### src/rtl/readout_sequencer.sv
// readout_sequencer
// Row-readout stage of the pixel-array control path. A one-cycle start pulse
// (accepted only in IDLE) launches a pass over every row. Each row is selected
// for SETTLE_CYC cycles with the ADC held in reset, then for CONV_CYC cycles
// with the ADC counter enabled, then for one strobe cycle that marks the
// row's result as stable. After the last row a one-cycle done pulse is issued.
//
// Ports:
//   clk          system clock, rising edge
//   rst_n        synchronous reset, active low
//   start        one-cycle launch pulse, sampled only in IDLE
//   row_sel      one-hot row select (bit i = row i)
//   read         pixel read enable, high while any row is selected
//   adc_reset    ADC counter held in reset (settle window)
//   adc_count_en ADC counter enable (conversion window)
//   data_valid   one-cycle strobe, current row's ADC result is stable
//   row_idx      index of the row being read
//   busy         high in every state except IDLE
//   done         one-cycle pulse after the last row completes
//
// All outputs are registered and decoded from the next state, so they line up
// with the state they describe and have no combinational path from start.
module readout_sequencer #(
    parameter int ROWS       = 2,
    parameter int ROW_W      = 1,
    parameter int SETTLE_CYC = 2,
    parameter int CONV_CYC   = 4,
    parameter int CNT_W      = 8
) (
    input  logic             clk,
    input  logic             rst_n,
    input  logic             start,
    output logic [ROWS-1:0]  row_sel,
    output logic             read,
    output logic             adc_reset,
    output logic             adc_count_en,
    output logic             data_valid,
    output logic [ROW_W-1:0] row_idx,
    output logic             busy,
    output logic             done
);

    typedef enum logic [2:0] {
        ST_IDLE    = 3'd0,
        ST_SETTLE  = 3'd1,
        ST_CONVERT = 3'd2,
        ST_STROBE  = 3'd3,
        ST_DONE    = 3'd4
    } state_t;

    localparam logic [CNT_W-1:0] SETTLE_LAST = CNT_W'(SETTLE_CYC - 1);
    localparam logic [CNT_W-1:0] CONV_LAST   = CNT_W'(CONV_CYC - 1);
    localparam logic [ROW_W-1:0] ROW_LAST    = ROW_W'(ROWS - 1);
    localparam logic [ROWS-1:0]  SEL_ONE     = ROWS'(1);

    state_t           state_r;
    state_t           state_s;
    logic [ROW_W-1:0] row_r;
    logic [ROW_W-1:0] row_s;
    logic [CNT_W-1:0] cnt_r;
    logic [CNT_W-1:0] cnt_s;

    // Next-state, row counter and cycle counter. The cycle counter clears on
    // every window change, so it never runs past its terminal value.
    always_comb begin
        state_s = state_r;
        row_s   = row_r;
        cnt_s   = cnt_r;
        case (state_r)
            ST_IDLE: begin
                if (start) begin
                    state_s = ST_SETTLE;
                    row_s   = {ROW_W{1'b0}};
                    cnt_s   = {CNT_W{1'b0}};
                end else begin
                    state_s = ST_IDLE;
                end
            end
            ST_SETTLE: begin
                if (cnt_r == SETTLE_LAST) begin
                    state_s = ST_CONVERT;
                    cnt_s   = {CNT_W{1'b0}};
                end else begin
                    cnt_s   = cnt_r + CNT_W'(1);
                end
            end
            ST_CONVERT: begin
                if (cnt_r == CONV_LAST) begin
                    state_s = ST_STROBE;
                    cnt_s   = {CNT_W{1'b0}};
                end else begin
                    cnt_s   = cnt_r + CNT_W'(1);
                end
            end
            ST_STROBE: begin
                if (row_r == ROW_LAST) begin
                    state_s = ST_DONE;
                end else begin
                    state_s = ST_SETTLE;
                    row_s   = row_r + ROW_W'(1);
                    cnt_s   = {CNT_W{1'b0}};
                end
            end
            ST_DONE: begin
                state_s = ST_IDLE;
                row_s   = {ROW_W{1'b0}};
                cnt_s   = {CNT_W{1'b0}};
            end
            default: begin
                state_s = ST_IDLE;
                row_s   = {ROW_W{1'b0}};
                cnt_s   = {CNT_W{1'b0}};
            end
        endcase
    end

    // State/counter registers and Moore outputs decoded from the next state.
    always_ff @(posedge clk) begin
        if (!rst_n) begin
            state_r      <= ST_IDLE;
            row_r        <= {ROW_W{1'b0}};
            cnt_r        <= {CNT_W{1'b0}};
            row_sel      <= {ROWS{1'b0}};
            read         <= 1'b0;
            adc_reset    <= 1'b0;
            adc_count_en <= 1'b0;
            data_valid   <= 1'b0;
            row_idx      <= {ROW_W{1'b0}};
            busy         <= 1'b0;
            done         <= 1'b0;
        end else begin
            state_r      <= state_s;
            row_r        <= row_s;
            cnt_r        <= cnt_s;
            row_sel      <= {ROWS{1'b0}};
            read         <= 1'b0;
            adc_reset    <= 1'b0;
            adc_count_en <= 1'b0;
            data_valid   <= 1'b0;
            row_idx      <= {ROW_W{1'b0}};
            busy         <= 1'b0;
            done         <= 1'b0;
            case (state_s)
                ST_SETTLE: begin
                    row_sel   <= SEL_ONE << row_s;
                    read      <= 1'b1;
                    adc_reset <= 1'b1;
                    row_idx   <= row_s;
                    busy      <= 1'b1;
                end
                ST_CONVERT: begin
                    row_sel      <= SEL_ONE << row_s;
                    read         <= 1'b1;
                    adc_count_en <= 1'b1;
                    row_idx      <= row_s;
                    busy         <= 1'b1;
                end
                ST_STROBE: begin
                    row_sel    <= SEL_ONE << row_s;
                    read       <= 1'b1;
                    data_valid <= 1'b1;
                    row_idx    <= row_s;
                    busy       <= 1'b1;
                end
                ST_DONE: begin
                    busy <= 1'b1;
                    done <= 1'b1;
                end
                default: begin
                    busy <= 1'b0;
                end
            endcase
        end
    end

endmodule

### config.mk
export PLATFORM = sky130hd
export DESIGN_NAME = readout_sequencer
export DESIGN_NICKNAME = d
export VERILOG_FILES = /design/src/rtl/readout_sequencer.sv
export SDC_FILE = /design/constraint.sdc
export NUM_CORES = 1
export LEC_CHECK = 0
export CAP_MARGIN = 10
export CORE_ASPECT_RATIO = 0.9
export CORE_MARGIN = 10
export CORE_UTILIZATION = 47
export DETAILED_ROUTE_END_ITERATION = 16
export DONT_BUFFER_PORTS = 1
export SLEW_MARGIN = 10
export SYNTH_ARGS = -nofsm -noshare
export SYNTH_HDL_FRONTEND = slang
export SYNTH_SLANG_ARGS = --single-unit
### constraint.sdc
create_clock -name clk -period 1.8 [get_ports clk]
set_input_delay 0.18 -clock clk [delete_from_list [all_inputs] [get_ports clk]]
set_output_delay 0.18 -clock clk [all_outputs]
set_load 0.01 [all_outputs]
* After elaboration in Yosys (flattened, before gate mapping) *
Cells that the tools add are included.

storage, ports and cells
  bits in registers = 21
  input port bits = 3

operators by class
  add/subtract/negate cells = 2
  equal/unequal tests = 11
  shifts and indexed selects = 1
  multiplexer cells = 19
  reduce and logical (&&, ||, !) cells = 6

operators with widths
  kind                 number
  $mux 8               4
  $pmux 8 s4           1
  $eq 3x2->1 const B   4
  $pmux 3 s4           1
  $mux 1               9
  $mux 3               3
  $add 8x1->8 const B  1
  $eq 8x1->1 const B   1
  $eq 8x2->1 const B   1
  $eq 3x1->1 const B   2
  $ne 2x2->1 const B   2
  $reduce_and 2->1     2
  $reduce_or 4->1      1
  $eq 3x3->1 const B   1
  $logic_not 3->1      1
  $pmux 1 s3           1
  $reduce_or 3->1      1
  $reduce_or 2->1      1
  $shl 1x1->2 const A  1
  $add 1x1->1 const B  1

* Depth between registers and ports, before layout *
Gate-level depths: netlist of the first run.

  word-level depth = 6
  mapped depth = 5
  depth with buffers taken out = 5

* Least setup slack after synthesis of the first run *
Ideal clock, no wire load.

  kind = reg2reg
  start = register cnt_r[0]
  end = register cnt_r[6]
  library setup time = 0.086 ns
  data arrival time = 1.401 ns
  data required time = 1.714 ns
  setup slack = 0.312 ns
  stages on the path, launching flop included = 5
  clock period less this slack = 1.488 ns
  path through = dfxtp_1 > ha_1 > inv_1 > or4_1 > a221oi_2

between the ends
  word-level cells in the longest chain between the ends = 3

RTL lines
  element                                    RTL line  RTL
  start: declaration                         60        logic [CNT_W-1:0] cnt_r;
  start signal: assignment                   122       cnt_r <= {CNT_W{1'b0}};
  start signal: assignment                   134       cnt_r <= cnt_s;
  $add 8x1->8, or another cell as far along  84, 92
  $mux 8 (on tied branches)                  88, 80
  $pmux 8 s4 *                               69        case (state_r)

Every way passes the cells marked *; elsewhere a longest branch is shown, timed or not.
A chain may end at the register's enable or synchronous reset.

* Worst setup path in the final report of the first run *
Ends and elaborated chain as after synthesis.

==> metrics.md, run 1 <==
| Metric | Value |
|---|---|
| Ys async rst share | `0` |
| FMAX | `611 MHz` |
| WL/cell | `15.1 microns` |
| Setup bufs post-CTS | `0` |
| Setup WS post-layout | `165 ps` |
| Core Util, Final | `0.537` |
| H-tree depth reported by CTS | `1` |
| Setup tns final | `0 ps` |
| Routing usage on met1 | `0.126` |
| Met2 usage | `0.123` |
| # fillers | `200` |
| Leakage power | `0.356 nW` |
| GRT Total Usage | `0.0931` |
| Worst Setup Start Kind | `register` |
| Syn Inst Count | `107` |
| Post-synthesis mux area share | `0` |
| Synth Area in Simple Gates | `0.250` |
| Xor/xnor share of the synthesized area | `0.0171` |
| Mapped Nets | `112` |
| CP Class | `reg -> reg` |
| Die ar. | `4440 sq um` |
| Total power | `836 uW` |
| Num ports | `12` |
| Slew Limit Fails | `0` |
| Mapped cell area | `1020 sq um` |
| IR drop worst, VDD | `0.489 mV` |
| Vias | `775` |
| GR Overflow Total | `0` |
| DIE WIDTH | `69.2 microns` |
| Tmin final | `1640 ps` |
| CTS tree | `yes` |
| Largest net degree at the start of global routing | `15` |
| Clock sinks | `20` |
| Clock root buffer | `clkbuf_4` |
| CTS clk-pin slew, worst paths | `100 ps` |
| Seq cells post-synth | `20` |
| Tcrit/Tclk final | `0.909` |
| Synth Warn # | `0` |
| Most crowded layer after global routing | `met1` |
| Worst slew pin tran | `469 ps` |
| R2r setup slk | `160 ps` |
| Gp weighted congestion | `0.794` |
| Port-buffer cells | `0` |
| Avg Vias per Cell | `5.83` |
| Max Cap Viol | `0` |
| Primary FF master, synth | `dfxtp_1` |
| Initial cell density of the core | `0.514` |
| Final Hold Vio Count | `0` |
| Largest family of logic cells by synthesized area | `compound AO/OA/AOI/OAI gates` |
| Avg Inst Size Synth | `9.55 sq um` |
| Pre-CTS setup slack | `81.8 ps` |
| WHS | `24.0 ps` |
| Cell taking the most area after synthesis | `dfxtp_1` |
| Global-route wire length before repair | `3480 microns` |
| Dpl hpwl | `1520 microns` |
| # diodes | `0` |
| Yosys top cell area share | `0.392` |
| Met3 usage | `0.0525` |
| RSZ-0062 raised after global routing | `false` |
| Hold Crit Class | `in -> reg` |
| Detail Route Antenna Nets | `0` |
| Drt total wl | `2010 microns` |
| CP Data Arrival Time | `1850 ps` |
| Max-slew headroom | `0.687` |
| Skew final | `6.21 ps` |
| Drt initial violations | `41` |
| CTS Buffer Depth | `2` |
| Post-synth cell types | `38` |
| Initial antenna violation count | `0` |
| Drt pass-1 iters | `4` |
| Crit path max fanout | `6` |
| Layout area overhead | `4.53%` |
| Core area | `1990 sq um` |
| Status | `finished clean` |
| Vias in the first global route | `742` |
| Crit path capture type | `register` |
| WP data required | `2010 ps` |
| Die H | `64.2 microns` |
| Ranking of synthesized cells by area | `dfxtp_1 39%, a221oi_2 10%, nor2_1 4.0%, nand2b_1 3.1%, a21oi_2 2.6%` |
| Post-synthesis compound-gate area fraction | `0.261` |
| Drt drc | `0` |
| Nets | `115` |
| Post-synth EDFFs | `0` |
| Power density over cell area | `782 nW/um^2` |
| Adder-cell share of the synthesized area | `0.0245` |
| Std-Cell Rows | `15` |
| # setup viols final | `0` |
| Post-synthesis sequential area ratio | `0.392` |
| Num CTS Buffers | `3` |
| Clk_lat worst skew | `290 ps` |
| Layout cells sized above 1 | `0.213` |
[layout by cell type (no fill, tap or decap), drive strengths merged]
cell	Yosys	final
a221oi	7	7
or3b	1	1
nand2	2	2
dfxtp	20	20
and3	2	2
and2	2	2
dlygate4sd3	0	1
clkbuf	1	3
nand3b	1	1
or2	1	1
xor2	1	1
ha	2	2
xnor2	1	1
a211oi	3	3
o31ai	3	3
nand2b	5	5
buf	5	3
inv	4	4
a21oi	6	6
or3	4	4
nor3	4	4
a21o	2	2
o21ai	4	4
a22oi	1	1
a31o	1	1
o21a	1	1
or4	3	3
nor2	11	11
nand3	6	6
nor3b	1	1
nand4	2	2
[cell families (layout without fill, tap and decap cells)]
group                    count (synthesis)  count (layout)
AND/OR/NAND/NOR                         45              45
AO/OA/AOI/OAI                           28              28
flip-flops                              20              20
buffers and inverters                   10              11
adder cells (fa/ha/maj)                  2               2
XOR/XNOR                                 2               2
[critical path, cell delays in order, from the launching register on]
cell,delay (ps)
dfxtp_2,410
ha_1,240
inv_1,120
or4_1,550
a221oi_2,240
[cell usage after synthesis (2+ instances only)]
cell type / n
nor3_1: 4
a211oi_1: 2
dfxtp_1: 20
nor2_1: 11
a21oi_1: 2
ha_1: 2
a21oi_2: 3
a21o_1: 2
nand2_1: 2
nand2b_1: 5
nand4_1: 2
o21ai_1: 3
a221oi_2: 7
nand3_1: 5
inv_1: 4
buf_4: 3
or4_1: 3
and2_1: 2
and3_1: 2
or3_1: 3
o31ai_1: 3
[flip-flops by register name (all words and copies together) (netlist names)]
register and cells:
adc_count_en 1, adc_reset 1, busy 1, cnt_r 8, data_valid 1, done 1
read 1, row_idx 1, row_r 1, row_sel 1, state_r 3
[path summary, 6_finish.rpt]
check        cells after the start            to  startpoint
min reg2reg                      2      cnt_r[7]    cnt_r[7]
min                              1  adc_count_en       rst_n
max                              4      cnt_r[6]    cnt_r[0]
max reg2reg                      4      cnt_r[6]    cnt_r[0]
[where the power goes]
group / internal [mW] / total (mW) / switching, mW
Combinational: 0.0566 / 0.141 / 0.0840
Sequential: 0.465 / 0.493 / 0.0284
Clock: 0.0778 / 0.202 / 0.124
Total: 0.599 / 0.836 / 0.237
[metal layers]
metal / vias to the layer above / part of all wire
met4: 0 / 0.0060
met2: 16 / 0.40
met3: 2 / 0.082
met1: 358 / 0.51
met5: - / 0
li1: 399 / -
[layout make-up]
class	instances	area (sq um)	share of cell area
Clock buffer	3	22.5	0.0211
Inverter	4	15.0	0.0141
Tap cell	25	31.3	0.0293
Timing Repair Buffer	4	32.5	0.0304
Multi-Input combinational cell	77	564	0.528
Sequential cell	20	403	0.377
[per-stage QoR]
step / std cells / area (sq um)
after floorplan: 107 / 1020
after global placement: 129 / 1030
after detailed placement: 129 / 1030
after CTS: 133 / 1070
after global routing: 133 / 1070
final: 133 / 1070
[repair_timing]
item	4_1_cts	5_1_grt
hold endpoints to repair	1	0
endpoints found under the setup margin	0	3
resized for setup	0	2
hold buffers	1	0
No activity file was read; power rests on OpenSTA's default activity.
==> inputs of run 2 (changes only) <==
ABC_AREA = 1   (was unset)
==> metrics.md, run 2 <==
| Metric | Value |
|---|---|
| Drt drc | `0 (unchanged)` |
| Die H | `63.5 microns (-1.1%)` |
| CTS clk-pin slew, worst paths | `110 ps (about the same)` |
| Drt initial violations | `25 (-39%)` |
| CTS tree | `yes` |
| Slew Limit Fails | `0 (unchanged)` |
| Clock root buffer | `clkbuf_4` |
| Die ar. | `4340 sq um (-2.2%)` |
| CP max stage delay | `410 ps (-140 ps)` |
| Hold Crit Class | `in -> reg` |
| Status | `finished clean` |
| Core Util, Final | `0.547 (+0.0103)` |
| Ys async rst share | `0 (unchanged)` |
| Max Cap Viol | `0 (unchanged)` |
| H-tree depth reported by CTS | `1 (unchanged)` |
| Wire length on met1 | `866 microns (-16%)` |
| Syn Inst Count | `124 (+16%)` |
| Post-synth cell types | `25 (-34%)` |
| R2r setup slk | `420 ps (+260 ps)` |
| Mapped cell area | `990 sq um (-3.2%)` |
| Largest Register | `cnt_r` |
| Post-synth EDFFs | `0 (unchanged)` |
| Setup bufs post-CTS | `0 (unchanged)` |
| Detail Route Antenna Nets | `0 (unchanged)` |
| Gp weighted congestion | `0.787 (-0.84%)` |
| Crit path max fanout | `6 (unchanged)` |
| # resized after CTS | `0 (unchanged)` |
| # diodes | `0 (unchanged)` |
| Most frequent cells in the layout | `20 x nand2_1, 20 x dfxtp_1, 18 x inv_1, 14 x nor2_1, 7 x nand3_1` |
| Clk_lat worst skew | `300 ps (about the same)` |
| Final std cells w/o fill | `152 (+14%)` |
| R2R Path End | `row_idx` |
| # setup viols final | `0 (unchanged)` |
| Met3 wire len | `134 microns (-19%)` |
| Skew final | `6.52 ps (+0.311 ps)` |
| Clock sinks | `20 (unchanged)` |
| Met2 WL | `753 microns (-6.2%)` |
| Crit path capture type | `register` |
| Synth Warn # | `0 (unchanged)` |
| Seq cells post-synth | `20 (unchanged)` |
| Leading registers by flop count | `cnt_r (8), state_r (3)` |
| IR drop worst, VDD | `0.713 mV (+46%)` |
| Post-route cell area | `1070 sq um (unchanged)` |
| FMAX | `727 MHz (+19%)` |
| GR Overflow Total | `0 (unchanged)` |
| Global-route wire length before repair | `3060 microns (-12%)` |
| RSZ-0062 raised after global routing | `false` |
| Vias | `745 (-3.9%)` |
| Worst Setup Start Kind | `register` |
| Num CTS Buffers | `3 (unchanged)` |
| Top Layer Used | `met4` |
| CP Class | `reg -> reg` |
| Placed cells | `147 (+14%)` |
| Num ports | `12 (unchanged)` |
| Crit-path slowest cell | `dfxtp_1` |
| WP buf/inv | `0 (-1)` |
| Worst slew pin tran | `298 ps (-172 ps)` |
| Layout area overhead | `7.96%` |
| Cell taking the most area after synthesis | `dfxtp_1` |
| Primary FF master, synth | `dfxtp_1` |
| CP Data Arrival Time | `1620 ps (-230 ps)` |
| DIE WIDTH | `68.4 microns (-1.1%)` |
| Power density over cell area | `901 nW/um^2 (+15%)` |
| WL/cell | `11.7 microns (-23%)` |
| Tmin final | `1380 ps (-259 ps)` |
| # fillers | `201 (+0.50%)` |
| Tcrit/Tclk final | `0.765 (-0.144)` |
| Initial cell density of the core | `0.507 (-0.00679)` |
| Layout cells sized above 1 | `0.213 (-0.000365)` |
| Dpl hpwl | `1400 microns (-8.1%)` |
| Drt pass-1 iters | `4 (unchanged)` |
| Worst reg2reg startpoint | `cnt_r[0]` |
| Worst Hold Path EP | `cnt_r[0]` |
| Post-synthesis sequential area ratio | `0.405 (+0.0129)` |
| Port-buffer cells | `0 (unchanged)` |
| Drt total wl | `1780 microns (-12%)` |
| GRT Total Usage | `0.0930 (-0.000114)` |
| Most frequent cells after synthesis | `20 x dfxtp_1, 20 x nand2_1, 18 x inv_1` |
| Avg Inst Size Synth | `7.98 sq um (-16%)` |
| Hold_buf cts | `1 (unchanged)` |
| CP cell instances | `ha_1 > nand2_1 > o21ai_1 > nand3_1 > a21oi_1` |
| Core area | `1950 sq um (-1.9%)` |
| Reg2Reg Depth | `5 (+1)` |
| Avg Vias per Cell | `4.90 (-16%)` |
| Std-Cell Rows | `15 (unchanged)` |
| Final Hold Vio Count | `0 (unchanged)` |
| Ranking of synthesized cells by area | `dfxtp_1 40%, nand2_1 7.6%, inv_1 6.8%, nor2_1 5.3%, nand3_1 3.5%` |
| Setup tns final | `0 ps (unchanged)` |
| Placed cell area | `1010 sq um (-2.7%)` |
| Nets | `133 (+16%)` |
| Yosys top cell area share | `0.405 (+0.0129)` |
| Max-slew headroom | `0.801 (+0.114)` |
| Top delay family on crit path | `flip-flops` |
| Leakage power | `0.485 nW (+36%)` |
| Max reg flops | `8 (unchanged)` |
| Total power | `963 uW (+15%)` |
| Initial antenna violation count | `0 (unchanged)` |
| Mapped Nets | `129 (+15%)` |
| WP data required | `2050 ps (+40 ps)` |
| Vias in the first global route | `655 (-12%)` |
| Worst Hold Launch | `rst_n` |
| Worst hold path depth | `2 (+1)` |
| CTS Buffer Depth | `2 (unchanged)` |
| Largest net degree at the start of global routing | `13 (-2)` |
run 2: worst max-delay path by stage:
| stage | start | slack [ps] | cells past startpoint | to |
|---|---|---|---|---|
| floorplan | cnt_r[0] | 600 | 8 | cnt_r[2] |
| global placement | cnt_r[0] | 440 | 5 | row_idx |
| detailed placement | cnt_r[0] | 420 | 5 | row_idx |
| CTS | cnt_r[0] | 390 | 5 | row_idx |
| global route | cnt_r[0] | 270 | 5 | row_sel[0] |
| finish | cnt_r[0] | 420 | 5 | row_idx |
run 2: final cells by class:
class	count	area, sq um	share of cell area
Sequential cell	20	400	0.375
Clock inverter	1	30.0	0.0281
Multi-Input combinational cell	81	493	0.461
Inverter	21	81.3	0.0761
Tap cell	25	31.3	0.0293
Timing Repair Buffer	1	10.0	0.00937
Clock buffer	3	22.5	0.0211
run 2: cell families after synthesis:
kind of cell	count (synthesis)	share of synthesized area
AO/OA/AOI/OAI	17	0.107
XOR/XNOR	1	0.00885
adder cells (fa/ha/maj)	2	0.0253
buffers and inverters	23	0.0973
flip-flops	20	0.405
AND/OR/NAND/NOR	61	0.357
run 2: where the power goes:
part	internal [mW]	switching, mW	total, mW
logic	0.0459	0.0758	0.122
clock network	0.225	0.136	0.361
registers	0.462	0.0186	0.480
total	0.733	0.230	0.963
run 2: worst register-to-register path, stage by stage, from the launching register on:
cell and delay, ps:
dfxtp_1 410, ha_1 170, nand2_1 110, o21ai_1 190, nand3_1 240, a21oi_1 200
run 2: routing by layer:
metal,up-vias,global-route usage
li1,398,-
met1,326,0.119
met2,17,0.129
met3,4,0.0477
met4,0,0.0302
met5,-,0
run 2: stage by stage:
| stage | hold slack (ps) | worst slack, ps |
|---|---|---|
| 2_1_floorplan | 451 | 599 |
| 6_report | 17.2 | 424 |
| 3_3_place_gp | 284 | 445 |
| 4_1_cts | 9.81 | 392 |
| 3_5_place_dp | 284 | 419 |
| 5_1_grt | 4.52 | 266 |
==> inputs of run 3 (changes only) <==
ABC_AREA = 0   (was 1)
clock period = 1.35 ns   (was 1.8 ns; I/O delays follow)
==> metrics.md, run 3 (synthesis gave the netlist of run 1 again) <==
| Metric | Value |
|---|---|
| Core Util, Final | `0.655 (+0.107)` |
| Setup tns final | `-1330 ps (-1330 ps)` |
| Int Power | `964 uW (+32%)` |
| Final Hold Vio Count | `0 (unchanged)` |
| Tcrit/Tclk final | `1.12 (+0.355)` |
| Die H | `64.2 microns (+1.1%)` |
| Initial cell density of the core | `0.514 (+0.00679)` |
| Top Layer Used | `met4` |
| Nets | `132 (-0.75%)` |
| Leakage power | `0.466 nW (-3.8%)` |
| WHS | `63.6 ps (+46.4 ps)` |
| Global-route wire length before repair | `4110 microns (+34%)` |
| Drt total wl | `2370 microns (+33%)` |
| Max Cap Viol | `0 (unchanged)` |
| Detail Route Antenna Nets | `0 (unchanged)` |
| Clock group share of total power | `0.314 (-0.061)` |
| # fillers | `178 (-11%)` |
| Hold Crit Class | `in -> reg` |
| Max reg flops | `8 (unchanged)` |
| Num CTS Buffers | `3 (unchanged)` |
| Largest Register | `cnt_r` |
| Leading registers by flop count | `cnt_r (8), state_r (3)` |
| Skew final | `4.87 ps (-1.64 ps)` |
| Die ar. | `4440 sq um (+2.3%)` |
| CP Data Arrival Time | `1740 ps (+120 ps)` |
| Tmin final | `1510 ps (+135 ps)` |
| Port-buffer cells | `0 (unchanged)` |
| Std-Cell Rows | `15 (unchanged)` |
| Core area | `1990 sq um (+1.9%)` |
| Comb pwr share | `0.200 (+0.074)` |
| GRT Total Usage | `0.108 (+0.0154)` |
| H-tree depth reported by CTS | `1 (unchanged)` |
| Status | `finished with violations` |
| Vias | `868 (+17%)` |
| Sequential power share | `0.486 (-0.013)` |
| # diodes | `0 (unchanged)` |
| Crit path capture type | `register` |
| Total power | `1.33 mW (+38%)` |
| Clk_lat worst skew | `310 ps (about the same)` |
| GR Overflow Total | `0 (unchanged)` |
| Gp weighted congestion | `0.801 (+1.8%)` |
| Sw Share | `0.277 (+0.0380)` |
| Max-slew headroom | `0.682 (-0.120)` |
| Most frequent cells in the layout | `19 x buf_4, 14 x dfxtp_1, 9 x nor2_1, 7 x a221oi_2, 5 x nand3_1` |
| Layout area overhead | `27.4%` |
| Power density over cell area | `1020 nW/um^2 (+14%)` |
| Most common cell after layout, fill and taps aside | `buf_4` |
| CP Class | `reg -> reg` |
| Drt drc | `0 (unchanged)` |
| CTS tree | `yes` |
| IR drop worst, VDD | `1.09 mV (+53%)` |
| WL/cell | `15.7 microns (+34%)` |
| DIE WIDTH | `69.2 microns (+1.2%)` |
| Num ports | `12 (unchanged)` |
| Slew Limit Fails | `0 (unchanged)` |
| Drt initial violations | `35 (+40%)` |
| Wire length on met1 | `1200 microns (+38%)` |
| Vias in the first global route | `871 (+33%)` |
| FMAX | `662 MHz (-8.9%)` |
| Dpl hpwl | `1670 microns (+19%)` |
| Met2 WL | `1010 microns (+34%)` |
| Clock root buffer | `clkbuf_4` |
| Clock sinks | `20 (unchanged)` |
| RSZ-0062 raised after global routing | `true` |
| Drt pass-1 iters | `4 (unchanged)` |
| WP data required | `1570 ps (-480 ps)` |
| Met3 wire len | `146 microns (+9.0%)` |
| NetSw | `369 uW (+60%)` |
| Layout cells sized above 1 | `0.460 (+0.248)` |
| Setup WS post-layout | `-161 ps (-585 ps)` |
| Register Area | `415 sq um (+3.7%)` |
| Initial antenna violation count | `0 (unchanged)` |
| CTS Buffer Depth | `2 (unchanged)` |
| Avg Vias per Cell | `5.75 (+17%)` |
| Crit path max fanout | `8 (+2)` |
| # setup viols final | `12 (+12)` |
| Area occupied by multi-input gates | `629 sq um (+28%)` |
| Largest net degree at the start of global routing | `13 (unchanged)` |
| Violated checks | `negative setup slack` |
| CTS clk-pin slew, worst paths | `120 ps (about the same)` |
| Worst slew pin tran | `477 ps (+180 ps)` |
| Worst Setup Start Kind | `register` |
## run 3: cell count changes in the layout (fill, tap and decap cells not counted), moves of 4 or more
cell | before | now
a221oi_2 | 0 | 7
inv_1 | 18 | 3
buf_4 | 0 | 19
dfxtp_1 | 20 | 14
a21oi_1 | 6 | 2
nor2_1 | 14 | 9
nand2_1 | 20 | 2
## run 3: area by class of cell
type | count | area share
Multi-Input combinational cell | 77 | 0.483
Sequential cell | 20 | 0.319
Timing Repair Buffer | 21 | 0.126
Clock buffer | 4 | 0.0365
Tap cell | 25 | 0.0240
Inverter | 4 | 0.0115
## run 3: metal layers
layer | vias up | global-route usage
met4 | 0 | 0.0151
met1 | 413 | 0.139
li1 | 436 | -
met5 | - | 0
met2 | 17 | 0.166
met3 | 2 | 0.0494
## run 3: power groups by stage
stage / clock (mW) / combinational, mW / sequential (mW)
CTS: 0.423 / 0.240 / 0.651
detailed placement: 0 / 0.221 / 0.667
finish: 0.419 / 0.266 / 0.647
global placement: 0 / 0.218 / 0.665
floorplan: 0 / 0.174 / 0.658
global route: 0.446 / 0.291 / 0.652
## run 3: metrics by stage
step | area (sq um) | cells | setup slack (ps)
2_1_floorplan | 1060 | 107 | -9.54
3_3_place_gp | 1160 | 142 | -128
3_5_place_dp | 1160 | 142 | -171
4_1_cts | 1250 | 148 | -168
5_1_grt | 1300 | 151 | -253
6_report | 1300 | 151 | -161
## run 3: final timing paths
check,from,to,slack (ps),depth (start not counted)
worst min-delay path,rst_n,row_sel[0],60,2
worst max register to register,state_r[1],cnt_r[2],-160,5
worst max-delay path,state_r[1],cnt_r[2],-160,5
worst min register to register,cnt_r[7],cnt_r[7],530,2
## run 3: timing repair
item	CTS	global route
setup endpoints to repair	12	14
endpoints found under the hold margin	3	0
hold buffers	1	0
cloned	0	0
setup buffers	1	3
resized for setup	5	12
pin swaps	5	7
## run 3: worst max-delay path: stages, from the launching register on
cell      delay, ps
dfxtp_4         380
or3_4           350
a21oi_4         250
buf_4           170
o21ai_1          60
a221oi_2        220
